--- config.mk ---
export PLATFORM = sky130hd
export DESIGN_NAME = alu_secuencial
export DESIGN_NICKNAME = d
export VERILOG_FILES = /design/src/rtl/alu_secuencial.sv
export SDC_FILE = /design/constraint.sdc
export NUM_CORES = 1
export LEC_CHECK = 0
export ABC_CLOCK_PERIOD_IN_PS = 11900
export CORE_ASPECT_RATIO = 0.75
export CORE_MARGIN = 5
export CORE_UTILIZATION = 45
export DETAILED_ROUTE_END_ITERATION = 6
export DONT_BUFFER_PORTS = 1
export PLACE_DENSITY = 0.63
export SLEW_MARGIN = 0
export SYNTH_ARGS = -nofsm -noshare
export SYNTH_HDL_FRONTEND = slang
export SYNTH_SLANG_ARGS = --single-unit
export TNS_END_PERCENT = 1
--- constraint.sdc ---
create_clock -name reloj -period 11.9 [get_ports reloj]
set_clock_uncertainty 0.1 [all_clocks]
set_input_delay 2.38 -clock reloj [delete_from_list [all_inputs] [get_ports reloj]]
set_output_delay 2.38 -clock reloj [all_outputs]
set_load 0.01 [all_outputs]
--- src/rtl/alu_secuencial.sv ---
// alu_secuencial: registered unsigned ALU with a start/valid handshake.
// DIV/MOD use an iterative restoring divider (one quotient bit per cycle).
// Optional macro ALU_MULT_ITER_EN: PRO is computed by an iterative shift-add
// multiplier instead of a single-cycle combinational product.
module alu_secuencial #(
    parameter int ANCHO = 8
) (
    input  logic               reloj,
    input  logic               reinicio_n,
    input  logic               inicio,
    input  logic [2:0]         Codigo_OP,
    input  logic [ANCHO-1:0]   Dato0,
    input  logic [ANCHO-1:0]   Dato1,
    output logic               listo,
    output logic               valido,
    output logic [2*ANCHO-1:0] Resultado,
    output logic               banderaA,
    output logic               banderaB,
    output logic               banderaC
);

    localparam logic [2:0] OP_SUM = 3'd0;
    localparam logic [2:0] OP_RES = 3'd1;
    localparam logic [2:0] OP_PRO = 3'd2;
    localparam logic [2:0] OP_DIV = 3'd3;
    localparam logic [2:0] OP_MOD = 3'd4;
    localparam logic [2:0] OP_AND = 3'd5;
    localparam logic [2:0] OP_OR  = 3'd6;
    localparam logic [2:0] OP_XOR = 3'd7;

    localparam int CW = $clog2(ANCHO);
    localparam logic [CW-1:0] ULTIMA = CW'(ANCHO - 1);

    typedef enum logic [1:0] {LIBRE, CALCULA, ENTREGA} estado_t;

    estado_t            estado, estado_sig;
    logic [2:0]         op_q;
    logic [ANCHO-1:0]   a_q, b_q;
    logic [ANCHO-1:0]   coc_q;     // dividend shifting out, quotient shifting in
    logic [ANCHO-1:0]   rem_q;     // partial remainder, always < b_q
    logic [CW-1:0]      cnt_q;
    logic               acepta, iterativa;
    logic [ANCHO:0]     prueba;
    logic [ANCHO:0]     suma;
    logic [2*ANCHO-1:0] final_res;
    logic               final_a, final_c;
`ifdef ALU_MULT_ITER_EN
    logic [2*ANCHO-1:0] prod_q, mcand_q;
    logic [ANCHO-1:0]   mplier_q;
`endif

    assign listo  = (estado == LIBRE);
    assign acepta = inicio && (estado == LIBRE);
    // Shift next dividend bit into the partial remainder for the trial subtract.
    assign prueba = {rem_q, coc_q[ANCHO-1]};

    // Decide whether the incoming opcode needs the multi-cycle path.
    always_comb begin
        iterativa = ((Codigo_OP == OP_DIV) || (Codigo_OP == OP_MOD)) && (Dato1 != '0);
`ifdef ALU_MULT_ITER_EN
        if (Codigo_OP == OP_PRO) iterativa = 1'b1;
`endif
    end

    // State register.
    always_ff @(posedge reloj or negedge reinicio_n) begin
        if (!reinicio_n) estado <= LIBRE;
        else             estado <= estado_sig;
    end

    // Next-state logic.
    always_comb begin
        estado_sig = estado;
        case (estado)
            LIBRE:   if (acepta) estado_sig = iterativa ? CALCULA : ENTREGA;
            CALCULA: if (cnt_q == ULTIMA) estado_sig = ENTREGA;
            ENTREGA: estado_sig = LIBRE;
            default: estado_sig = LIBRE;
        endcase
    end

    // Operand capture on acceptance and one iteration per CALCULA cycle.
    always_ff @(posedge reloj or negedge reinicio_n) begin
        if (!reinicio_n) begin
            op_q     <= '0;
            a_q      <= '0;
            b_q      <= '0;
            coc_q    <= '0;
            rem_q    <= '0;
            cnt_q    <= '0;
`ifdef ALU_MULT_ITER_EN
            prod_q   <= '0;
            mcand_q  <= '0;
            mplier_q <= '0;
`endif
        end else if (acepta) begin
            op_q     <= Codigo_OP;
            a_q      <= Dato0;
            b_q      <= Dato1;
            coc_q    <= Dato0;
            rem_q    <= '0;
            cnt_q    <= '0;
`ifdef ALU_MULT_ITER_EN
            prod_q   <= '0;
            mcand_q  <= {{ANCHO{1'b0}}, Dato0};
            mplier_q <= Dato1;
`endif
        end else if (estado == CALCULA) begin
            cnt_q <= cnt_q + CW'(1);
            if (prueba >= {1'b0, b_q}) begin
                rem_q <= prueba[ANCHO-1:0] - b_q;
                coc_q <= {coc_q[ANCHO-2:0], 1'b1};
            end else begin
                rem_q <= prueba[ANCHO-1:0];
                coc_q <= {coc_q[ANCHO-2:0], 1'b0};
            end
`ifdef ALU_MULT_ITER_EN
            if (mplier_q[0]) prod_q <= prod_q + mcand_q;
            mcand_q  <= mcand_q << 1;
            mplier_q <= mplier_q >> 1;
`endif
        end
    end

    // Final result and flags from the latched operation.
    always_comb begin
        final_res = '0;
        final_a   = 1'b0;
        final_c   = 1'b0;
        suma      = '0;
        case (op_q)
            OP_SUM: begin
                suma              = {1'b0, a_q} + {1'b0, b_q};
                final_res[ANCHO:0] = suma;
                final_a           = suma[ANCHO];
            end
            OP_RES: begin
                suma              = {1'b0, a_q} - {1'b0, b_q};
                final_res[ANCHO:0] = suma;
                final_a           = suma[ANCHO];
            end
            OP_PRO: begin
`ifdef ALU_MULT_ITER_EN
                final_res = prod_q;
`else
                final_res = {{ANCHO{1'b0}}, a_q} * {{ANCHO{1'b0}}, b_q};
`endif
            end
            OP_DIV: begin
                if (b_q == '0) begin
                    final_res = '1;
                    final_c   = 1'b1;
                end else begin
                    final_res[ANCHO-1:0] = coc_q;
                end
            end
            OP_MOD: begin
                if (b_q == '0) begin
                    final_res[ANCHO-1:0] = a_q;
                    final_c              = 1'b1;
                end else begin
                    final_res[ANCHO-1:0] = rem_q;
                end
            end
            OP_AND:  final_res[ANCHO-1:0] = a_q & b_q;
            OP_OR:   final_res[ANCHO-1:0] = a_q | b_q;
            OP_XOR:  final_res[ANCHO-1:0] = a_q ^ b_q;
            default: final_res = '0;
        endcase
    end

    // Output registers: load and pulse valido when leaving ENTREGA, else hold.
    always_ff @(posedge reloj or negedge reinicio_n) begin
        if (!reinicio_n) begin
            valido    <= 1'b0;
            Resultado <= '0;
            banderaA  <= 1'b0;
            banderaB  <= 1'b0;
            banderaC  <= 1'b0;
        end else begin
            valido <= (estado == ENTREGA);
            if (estado == ENTREGA) begin
                Resultado <= final_res;
                banderaA  <= final_a;
                banderaB  <= (final_res == '0);
                banderaC  <= final_c;
            end
        end
    end

endmodule

**Word level (Yosys, flattened, before mapping)**

Index checks and enable logic that the tools add are counted.

- $add $sub $neg: 4
- $mul: 1
- $lt $le $gt $ge: 1
- Eq/ne operators: 14
- Multiplexer cells: 21
- Bitwise operators: 3
- Reductions and logical operators: 11

Operators with widths:

| kind | number |
|---|---|
| $mux 8 | 8 |
| $pmux 8 s8 | 1 |
| $eq 3x3->1 const B | 6 |
| $logic_not 16->1 | 1 |
| $mul 8x8->16 | 1 |
| $pmux 7 s2 | 1 |
| $add 8x8->9 | 1 |
| $eq 3x2->1 const B | 3 |
| $ge 9x8->1 | 1 |
| $sub 8x8->9 | 1 |
| $and 8x8->8 | 1 |
| $logic_not 8->1 | 1 |
| $or 8x8->8 | 1 |
| $reduce_bool 8->1 | 1 |
| $sub 8x8->8 | 1 |
| $xor 8x8->8 | 1 |
| $mux 2 | 3 |
| $mux 3 | 2 |
| $pmux 1 s4 | 1 |
| $pmux 2 s2 | 1 |
| $add 3x1->3 const B | 1 |
| $eq 3x1->1 const B | 1 |
| $logic_not 3->1 | 1 |
| $mux 1 | 3 |
| 11 further kinds | 12 |

- Flip-flop bits (word level): 60
- Input port bits: 22
- Output and inout port bits: 21
- Logic and storage cells: 67

**Depth between registers and ports, before layout**

Gate-level depths: netlist of the first run.

- Depth in word-level cells: 6
- Depth in mapped cells: 19
- Depth with buffers taken out: 19

**Least setup slack after synthesis of the first run**

OpenSTA, ideal clock, no wires.

- Path type: register -> register
- From: register a_q[1]
- To: register banderaB
- Arrival time: 4712 ps
- Required time: 11708 ps
- Path slack: 6996 ps
- Cell stages (with the launch flop): 18
- Path buffers: 0
- Period minus slack after synthesis: 4904 ps
- Path through: dfrtp_1 > inv_1 > nor2_1 > fa_1 > fa_1 > fa_1 > inv_1 > fa_1 > inv_1 > ha_1 > and3_1 > a221oi_2 > nor3_1 > nor4_2 > xnor2_1 > a21oi_1 > o211ai_1 > o31ai_2

- Cells in the longest elaborated chain, start to end: 3

RTL lines:

| element | line | source |
|---|---|---|
| from (decl) | 38 | `logic [ANCHO-1:0] a_q, b_q;` |
| from (signal assigned) | 98 | `a_q <= Dato0;` |
| $mul 8x8->16 (tied with other cells) | 146 | `final_res = {{ANCHO{1'b0}}, a_q} * {{ANCHO{1'b0}}, b_q};` |
| $pmux 8 s8 (tied with other cells) | 131 | `case (op_q)` |
| $logic_not 16->1 (*) | 185 | `banderaB <= (final_res == '0);` |
| to (signal assigned) | 185 |  |
| to (decl) | 18 | `output logic banderaB,` |

Mark *: on every way between the ends. The rest lies on a longest branch, timed or not.
A chain may end at the register's enable or synchronous reset.

**Worst setup path after layout of the first run**

- From: register a_q[6]
- To: register banderaB

The elaborated chain is that of the path after synthesis.

==> flow_summary.yaml, run 1 <==
sta:
  final.setup.tns_ps: 0
  final_hold_viol_count: 0
  rsz0062_at_grt: "no"
  min_period_over_period_pct: 45.58
  drv_slew: 0
  period_minus_slack_ps: 5424
  slew_headroom_pct: 29.61
  fmax_mhz: 184.4
  setup_viol: 0
  tightest_slew_ps: 1052
finish:
  final_cell_mix: "108 x nand2_1, 82 x nor2_1, 71 x inv_1, 70 x ha_1, 60 x dfrtp_1"
  final-seq-area_um2: 1501
  layout_commonest_cell: "nand2_1"
  fillers: 1331
  stdcell_area_um2: 6549
  layout-drive-gt1-share_pct: 4.696
  syn_to_final_growth_pct: 6.729
  n_antenna_cell: 0
  nets: 850
  multi_input_area_um2: 4235
clock_network:
  cts_buffers: 9
  clock-sinks: 60
  h-tree-depth: 3
  hold_buffers: 0
  clkTransAtPathRegs_ps: 60
  cts_tree: "yes"
  post_cts_buffers: 0
  insertion_delay_ps: 340
  clockBufferDepth: 2
  cts_resized: 0
  root_buffer: "clkbuf_16"
yosys:
  ys_seq_area_share_pct: 24.47
  post_synth_fa_ha_maj_area_fraction_pct: 27.00
  syn_avg_cell_area_um2: 8.382
  yosys_warnings: 0
  synth_edf_count: 0
  postSynthCellCount: 732
  synthFlopType: "dfrtp_1"
  synthesis.area_um2: 6136
  synth_xor_area_share_pct: 3.426
  ys_ff_latch: 60
  synth_simple_gate_area_share_pct: 18.64
  synth.distinct_cells: 60
  synth_fp_nets: 863
  synthMuxAreaShare_pct: 2.427
  async_reset_ff_share_pct: 100.0
  synth_top_family_by_area: "adder cells"
  synth_compound_area_share_pct: 17.54
route:
  vias_per_cell: 5.918
  drtAntennaViolNets: 0
  dr.pass1.iters: 5
  vias: 5320
  met2_length_mm: 7.839
  met3_length_mm: 1.911
  drt_wl_total_mm: 19.27
  top_layer: "met4"
  avgRoutedWirePerCell_um: 21.44
  met1_length_mm: 9.029
  drcViolationCount: 0
  initialDrtViolationCount: 460
status:
  outcome: "finished clean"
job:
  drv_cap: 0
floorplan:
  die-area_um2: 16090
  start_util_pct: 45.39
  core_area_um2: 13520
  die_w_um: 144.8
  rows: 37
  die-height_um: 111.1
  io_pins: 43
critical_path:
  crit_path_start_kind: "register"
  crit_fanout: 8
  worstSetupEndpointType: "register"
  crit_end: "banderaB"
  worstReg2RegStart: "a_q[6]"
  reg2reg_depth: 17
  cp.required_ps: 12050
  path_class: "register to register"
  r2r_slack_ps: 6480
  crit_start: "a_q[6]"
  r2r_end: "banderaB"
  arrival_ps: 5570
placement:
  placed_cell_area_um2: 6267
  gp_congestion: 1.012
  port_buffers: 0
  place_hpwl_mm: 15.07
grt:
  track_usage_pct: 24.61
  grt_max_degree: 61
  grt_pass1_wl_mm: 30.24
  grt_pass1_vias: 5219
  antenna_found_initial: 0
  grt_overflow_total: 0
min_path:
  hold_class: "register to register"
==> Yosys cell counts (3+ instances only) <==
master	instances	area (um2)
mux2_2	3	33.78
o22ai_1	4	25.02
nor2b_1	7	43.79
and2_1	6	37.54
o211ai_1	5	37.54
and3_1	4	25.02
a21o_1	16	120.1
ha_1	70	875.8
a221oi_1	3	26.28
dfrtp_1	60	1501
nor3_1	7	35.03
a31oi_1	3	18.77
nand2b_1	9	56.30
a22oi_1	3	22.52
nand4b_1	3	26.28
a211oi_1	3	22.52
inv_1	71	266.5
a22o_1	7	61.31
xnor2_1	15	131.4
a21oi_1	30	150.1
nor2_1	82	307.8
clkbuf_1	21	78.83
o21a_1	5	37.54
buf_2	4	20.02
nand2_1	108	405.4
nor4_2	3	37.54
o31ai_1	4	30.03
xor2_1	9	78.83
fa_1	39	780.8
o21ai_1	15	75.07
o22a_1	5	43.79
nand4_1	4	25.02
nand3_1	18	90.09
o21ai_0	37	185.2
mux2i_1	10	100.1
clkinv_1	7	26.28
==> worst max-delay path, cell delays in order, from the launching register on <==
cell	delay, ps
dfrtp_1	440
clkinv_1	360
nor2_1	240
fa_1	450
fa_1	480
fa_1	560
inv_1	60
fa_1	520
inv_1	40
ha_1	360
and3_1	180
a221oi_2	430
nor3_1	130
nor4_2	300
xnor2_1	100
a21oi_1	210
o211ai_1	130
o31ai_2	220
==> area by class of cell <==
| type | instances | share of cell area, % |
|---|---|---|
| multi-input combinational | 567 | 64.67 |
| timing repair buffer | 2 | 0.2293 |
| sequential | 60 | 22.93 |
| inverter | 79 | 4.528 |
| tap | 175 | 3.344 |
| clock inverter | 7 | 0.8598 |
| clock buffer | 9 | 3.439 |
==> through the flow <==
stage | utilization, % | worst slack (ps) | hold slack, ps | cells
floorplan | - | 6996 | 355.4 | 732
global placement | 46.36 | 6603 | 390.2 | 883
detailed placement | 46.36 | 6494 | 398.3 | 883
CTS | 48.45 | 6458 | 408.1 | 899
global route | 48.45 | 6078 | 443.9 | 899
finish | 48.45 | 6476 | 411.7 | 899
==> registers in the layout (all words and copies together) (netlist names) <==
name,flops
estado,2
banderaB,1
rem_q,8
coc_q,8
cnt_q,3
b_q,8
banderaA,1
Resultado,16
valido,1
op_q,3
banderaC,1
a_q,8
==> routing by layer <==
layer,vias to the layer above,global-route usage [%]
met5,-,0
met4,0,6.837
met3,34,7.158
met2,258,33.08
met1,2579,37.86
li1,2449,-
==> worst min path at each step <==
stage               slack, ps       from        end  cells past startpoint
floorplan                 360   coc_q[2]   coc_q[2]                      2
global route              440   cnt_q[0]   cnt_q[0]                      1
CTS                       410  estado[1]  estado[1]                      1
detailed placement        400   cnt_q[0]   cnt_q[0]                      1
finish                    410   cnt_q[0]   cnt_q[0]                      1
global placement          390   cnt_q[0]   cnt_q[0]                      1
==> kinds of logic (layout without fill, tap and decap cells) <==
group,after synthesis,count (layout)
mux,14,14
xor+xnor,24,24
flops,60,60
compound gates,161,161
fa+ha+maj,109,109
buf+inv,105,97
simple gates,259,259
Power of run 1 is not shown: default switching activity piles up to over one toggle a cycle in this logic, so the estimate is an artifact.
==> inputs of run 2 (changes only) <==
--- a/config.mk
+++ b/config.mk
@@ -5,13 +5,13 @@
 export SDC_FILE = /design/constraint.sdc
 export NUM_CORES = 1
 export LEC_CHECK = 0
-export ABC_CLOCK_PERIOD_IN_PS = 11900
+export ABC_CLOCK_PERIOD_IN_PS = 4500
 export CORE_ASPECT_RATIO = 0.75
 export CORE_MARGIN = 5
 export CORE_UTILIZATION = 45
 export DETAILED_ROUTE_END_ITERATION = 6
 export DONT_BUFFER_PORTS = 1
-export PLACE_DENSITY = 0.63
+export PLACE_DENSITY = 0.65
 export SLEW_MARGIN = 0
 export SYNTH_ARGS = -nofsm -noshare
 export SYNTH_HDL_FRONTEND = slang
==> constraint.sdc (replaced) <==
create_clock -name reloj -period 4.5 [get_ports reloj]
set_clock_uncertainty 0.1 [all_clocks]
set_input_delay 0.9 -clock reloj [delete_from_list [all_inputs] [get_ports reloj]]
set_output_delay 0.9 -clock reloj [all_outputs]
set_load 0.01 [all_outputs]
==> flow_summary.yaml, run 2 (synthesized netlist as in run 1, its figures left out) <==
critical_path:
  r2r_slack_ps: -230
  critPathSlowestCell: "fa_1"
  arrival_ps: 4870
  path_class: "register to register"
  crit_fanout: 6
  critPathMostFrequentCell: "fa_1"
  worstReg2RegStart: "b_q[3]"
  critPathMaxStageDelay_ps: 520
  crit_path_start_kind: "register"
  critical_path.cell_chain: "buf_4 > ha_2 > fa_2 > fa_1 > fa_1 > inv_1 > fa_1 > inv_2 > ha_4 > a21o_1 > a221oi_4 > nor3_2 > nor4_2 > xnor2_1 > a21oi_1 > o211ai_1 > o31ai_2"
  reg2reg_depth: 17
  cp.required_ps: 4640
  r2r_end: "banderaB"
  worstSetupEndpointType: "register"
sta:
  rsz0062_at_grt: "yes"
  setup_viol: 3
  fin_ws_ps: -230.3
  hold_ws_ps: 159.3
  fmax_mhz: 211.4
  slew_headroom_pct: 20.94
  drv_slew: 0
  period_minus_slack_ps: 4730
  min_period_over_period_pct: 105.1
  final_hold_viol_count: 0
  tightest_slew_ps: 1182
route:
  avgRoutedWirePerCell_um: 19.79
  drcViolationCount: 0
  drtAntennaViolNets: 0
  dr.pass1.iters: 5
  vias_per_cell: 5.706
  drt_wl_total_mm: 19.55
  vias: 5638
  initialDrtViolationCount: 410
finish:
  nets: 939
  largest_reg_flops: 16
  layout_commonest_cell: "nand2_1"
  n_antenna_cell: 0
  regMostFlops: "Resultado"
  final_cell_mix: "106 x nand2_1, 91 x buf_4, 72 x nor2_1, 63 x ha_1, 60 x inv_1"
  syn_to_final_growth_pct: 20.72
  layout-drive-gt1-share_pct: 20.79
  stdcell_area_um2: 7407
floorplan:
  core_area_um2: 13520
  die_w_um: 144.8
  rows: 37
  io_pins: 43
  die-height_um: 111.1
  start_util_pct: 45.39
  die-area_um2: 16090
clock_network:
  clockBufferDepth: 2
  cts_buffers: 9
  cts_tree: "yes"
  insertion_delay_ps: 340
  clock-sinks: 60
  h-tree-depth: 3
  clkTransAtPathRegs_ps: 60
  root_buffer: "clkbuf_16"
  hold_buffers: 0
placement:
  port_buffers: 0
  place_hpwl_mm: 15.53
  gp_congestion: 0.9687
  placed_cell_area_um2: 6908
min_path:
  hold_class: "primary input to async pin"
grt:
  grtUsageMet1_pct: 35.68
  antenna_found_initial: 1
  met3_usage_pct: 6.770
  grt-busiest-layer: "met2"
  grt_pass1_wl_mm: 30.71
  grt_overflow_total: 0
  met2_usage_pct: 35.93
  track_usage_pct: 24.38
  grt_max_degree: 61
  grt_pass1_vias: 5738
job:
  drv_cap: 0
status:
  outcome: "finished, violations left"
  failed_checks: "setup timing"
==> run 2: area by class of cell <==
cell class                      instances  area, um2
Fill cell                            1278       6111
Sequential cell                        60       1508
Inverter                               79      312.8
Clock inverter                          4      47.55
Clock buffer                           12      256.5
Tap cell                              175      219.0
Multi-Input combinational cell        567       4380
Timing Repair Buffer                   91      683.2
==> run 2: worst max-delay path by stage <==
stage	startpoint	cells past startpoint	end
finish	b_q[3]	17	banderaB
global route	a_q[5]	18	banderaB
CTS	b_q[4]	17	banderaB
detailed placement	b_q[4]	17	banderaB
global placement	b_q[7]	17	banderaB
floorplan	b_q[7]	17	banderaB
==> run 2: through the flow <==
step / utilization [%] / setup TNS [ps] / worst slack, ps / std cells
after floorplan: - / 0 / 12.69 / 732
after global placement: 51.10 / -386.3 / -216.4 / 960
after detailed placement: 51.10 / -653.8 / -307.2 / 960
after CTS: 53.89 / -421.1 / -219.2 / 982
after global routing: 54.79 / -1640 / -411.6 / 988
final: 54.79 / -421.6 / -230.3 / 988
==> run 2: per-layer routing <==
layer	share of wire [%]	wire, um
met5	0	0
met1	46	9089
met3	8.9	1740
met4	1.7	340
met2	43	8381
==> run 2: what timing repair did <==
action | 4_1_cts | 5_1_grt
gates cloned | 0 | 0
gates resized for setup | 10 | 24
setup endpoints to repair | 5 | 12
hold endpoints to repair | 0 | 0
pin swaps | 5 | 6
setup buffers | 6 | 6
==> run 2: critical path: cells and delay by family, from the launching register on <==
kind            cells  cell delay [ps]
simple gates        2              360
buf+inv             3              260
compound gates      5             1080
xor+xnor            1              110
flops               1              400
fa+ha+maj           6             2330
Power of run 2 is left out for the same reason.
==> inputs of run 3 (changes only) <==
--- a/config.mk
+++ b/config.mk
@@ -6,12 +6,14 @@
 export NUM_CORES = 1
 export LEC_CHECK = 0
 export ABC_CLOCK_PERIOD_IN_PS = 4500
+export CELL_PAD_IN_SITES_DETAIL_PLACEMENT = 1
+export CELL_PAD_IN_SITES_GLOBAL_PLACEMENT = 1
 export CORE_ASPECT_RATIO = 0.75
 export CORE_MARGIN = 5
 export CORE_UTILIZATION = 45
 export DETAILED_ROUTE_END_ITERATION = 6
 export DONT_BUFFER_PORTS = 1
-export PLACE_DENSITY = 0.65
+export PLACE_DENSITY = 0.81
 export SLEW_MARGIN = 0
 export SYNTH_ARGS = -nofsm -noshare
 export SYNTH_HDL_FRONTEND = slang
==> flow_summary.yaml, run 3 (synthesized netlist as in run 1, its figures left out) <==
finish:
  nets: 942
  largest_reg_flops: 16
  syn_to_final_growth_pct: 23.33
  layout-drive-gt1-share_pct: 22.92
  n_antenna_cell: 0
  fin_util_pct: 55.98
  layout_commonest_cell: "nand2_1"
  regMostFlops: "Resultado"
  stdcell_area_um2: 7567
  final_cell_mix: "106 x nand2_1, 94 x buf_4, 72 x nor2_1, 61 x ha_1, 60 x inv_1"
route:
  initialDrtViolationCount: 407
  vias: 5788
  drt_wl_total_mm: 22.60
  avgRoutedWirePerCell_um: 22.80
  drcViolationCount: 0
  drtAntennaViolNets: 0
  vias_per_cell: 5.841
  dr.pass1.iters: 5
critical_path:
  critPathMostFrequentCell: "fa_1"
  crit_fanout: 4
  path_class: "register to register"
  cp.required_ps: 4630
  critPathMaxStageDelay_ps: 550
  worstSetupEndpointType: "register"
  worst-path-buf-inv: 4
  crit_family: "adder cells"
  crit_path_start_kind: "register"
  critical_path.cell_chain: "buf_4 > ha_2 > fa_1 > fa_1 > fa_1 > inv_1 > fa_1 > inv_2 > ha_4 > and3_4 > a221oi_4 > buf_4 > nor2_1 > nand4b_1 > and3_1 > and3_1 > nand4_1 > o31ai_2"
  critPathSlowestCell: "fa_1"
  arrival_ps: 4940
floorplan:
  io_pins: 43
  core_area_um2: 13520
  rows: 37
  die-area_um2: 16090
  start_util_pct: 45.39
  die-height_um: 111.1
  die_w_um: 144.8
grt:
  grt_overflow_total: 0
  grt-busiest-layer: "met2"
  track_usage_pct: 28.44
  met3_usage_pct: 8.021
  grt_pass1_wl_mm: 35.27
  grtUsageMet1_pct: 38.50
  grt_max_degree: 61
  met2_usage_pct: 44.50
  antenna_found_initial: 0
  grt_pass1_vias: 6296
sta:
  rsz0062_at_grt: "yes"
  fin_ws_ps: -313.9
  period_minus_slack_ps: 4814
  drv_slew: 0
  setup_viol: 4
  fmax_mhz: 207.7
  final_hold_viol_count: 0
  min_period_over_period_pct: 107.0
  slew_headroom_pct: 18.99
  tightest_slew_ps: 1211
clock_network:
  clkTransAtPathRegs_ps: 60
  clock-sinks: 60
  cts_buffers: 9
  root_buffer: "clkbuf_16"
  clockBufferDepth: 2
  h-tree-depth: 3
  insertion_delay_ps: 340
  hold_buffers: 0
  cts_tree: "yes"
placement:
  port_buffers: 0
  gp_congestion: 0.9918
  placed_cell_area_um2: 6900
  place_hpwl_mm: 17.39
job:
  drv_cap: 0
status:
  outcome: "finished, violations left"
  failed_checks: "setup timing"
min_path:
  hold_class: "primary input to async pin"
==> run 3: cell count changes in the layout (fill, tap and decap cells not counted), sizes merged <==
cell	change
buf	+3
clkinv	+2
clkbuf	-2
bufinv	+1
clkinvlp	-1
==> run 3: worst register-to-register path, delay by kind of cell (launching register included) <==
kind,cells,cell delay [ps]
simple gates,6,880
compound gates,2,410
fa+ha+maj,6,2490
buf+inv,4,450
flops,1,400
==> run 3: stage by stage <==
step / instances / setup WS [ps] / TNS (ps) / hold WS [ps]
6_report: 991 / -313.9 / -884.6 / 148.7
5_1_grt: 991 / -520.3 / -2677 / 141.5
4_1_cts: 985 / -277.4 / -638.9 / 146.6
3_5_place_dp: 959 / -406.5 / -1340 / 403.1
3_3_place_gp: 959 / -244.1 / -490.2 / 375.4
2_1_floorplan: 732 / 12.69 / 0 / 355.4
==> run 3: worst paths after layout <==
check / from / endpoint / slack [ps] / cells past startpoint
max in group asynchronous: reinicio_n / a_q[3] / 4000 / 0
min in group reloj: cnt_q[0] / cnt_q[0] / 420 / 1
worst min-delay path: reinicio_n / Resultado[12] / 150 / 0
worst max-delay path: a_q[4] / banderaB / -310 / 18
worst max register to register: a_q[4] / banderaB / -310 / 18
worst min register to register: cnt_q[0] / cnt_q[0] / 420 / 1
==> run 3: final cells by class <==
| cell class | instances | area (um2) |
|---|---|---|
| fill | 1596 | 5951 |
| multi-input combinational | 567 | 4483 |
| sequential | 60 | 1508 |
| timing repair buffer | 94 | 705.7 |
| inverter | 79 | 317.8 |
| clock buffer | 10 | 239.0 |
| tap | 175 | 219.0 |
| clock inverter | 6 | 95.09 |
==> run 3: what timing repair did <==
| item | in CTS | in global routing |
|---|---|---|
| gates resized for setup | 25 | 27 |
| pin swaps | 21 | 15 |
| buffers inserted | 10 | 6 |
| endpoints found under the setup margin | 10 | 12 |
==> run 3: metal layers <==
layer / vias up / routed length (um)
met5: - / 0
met4: 0 / 604
met3: 46 / 1767
met2: 216 / 10430
met1: 2891 / 9790
li1: 2635 / -
Power of run 3 is left out for the same reason.
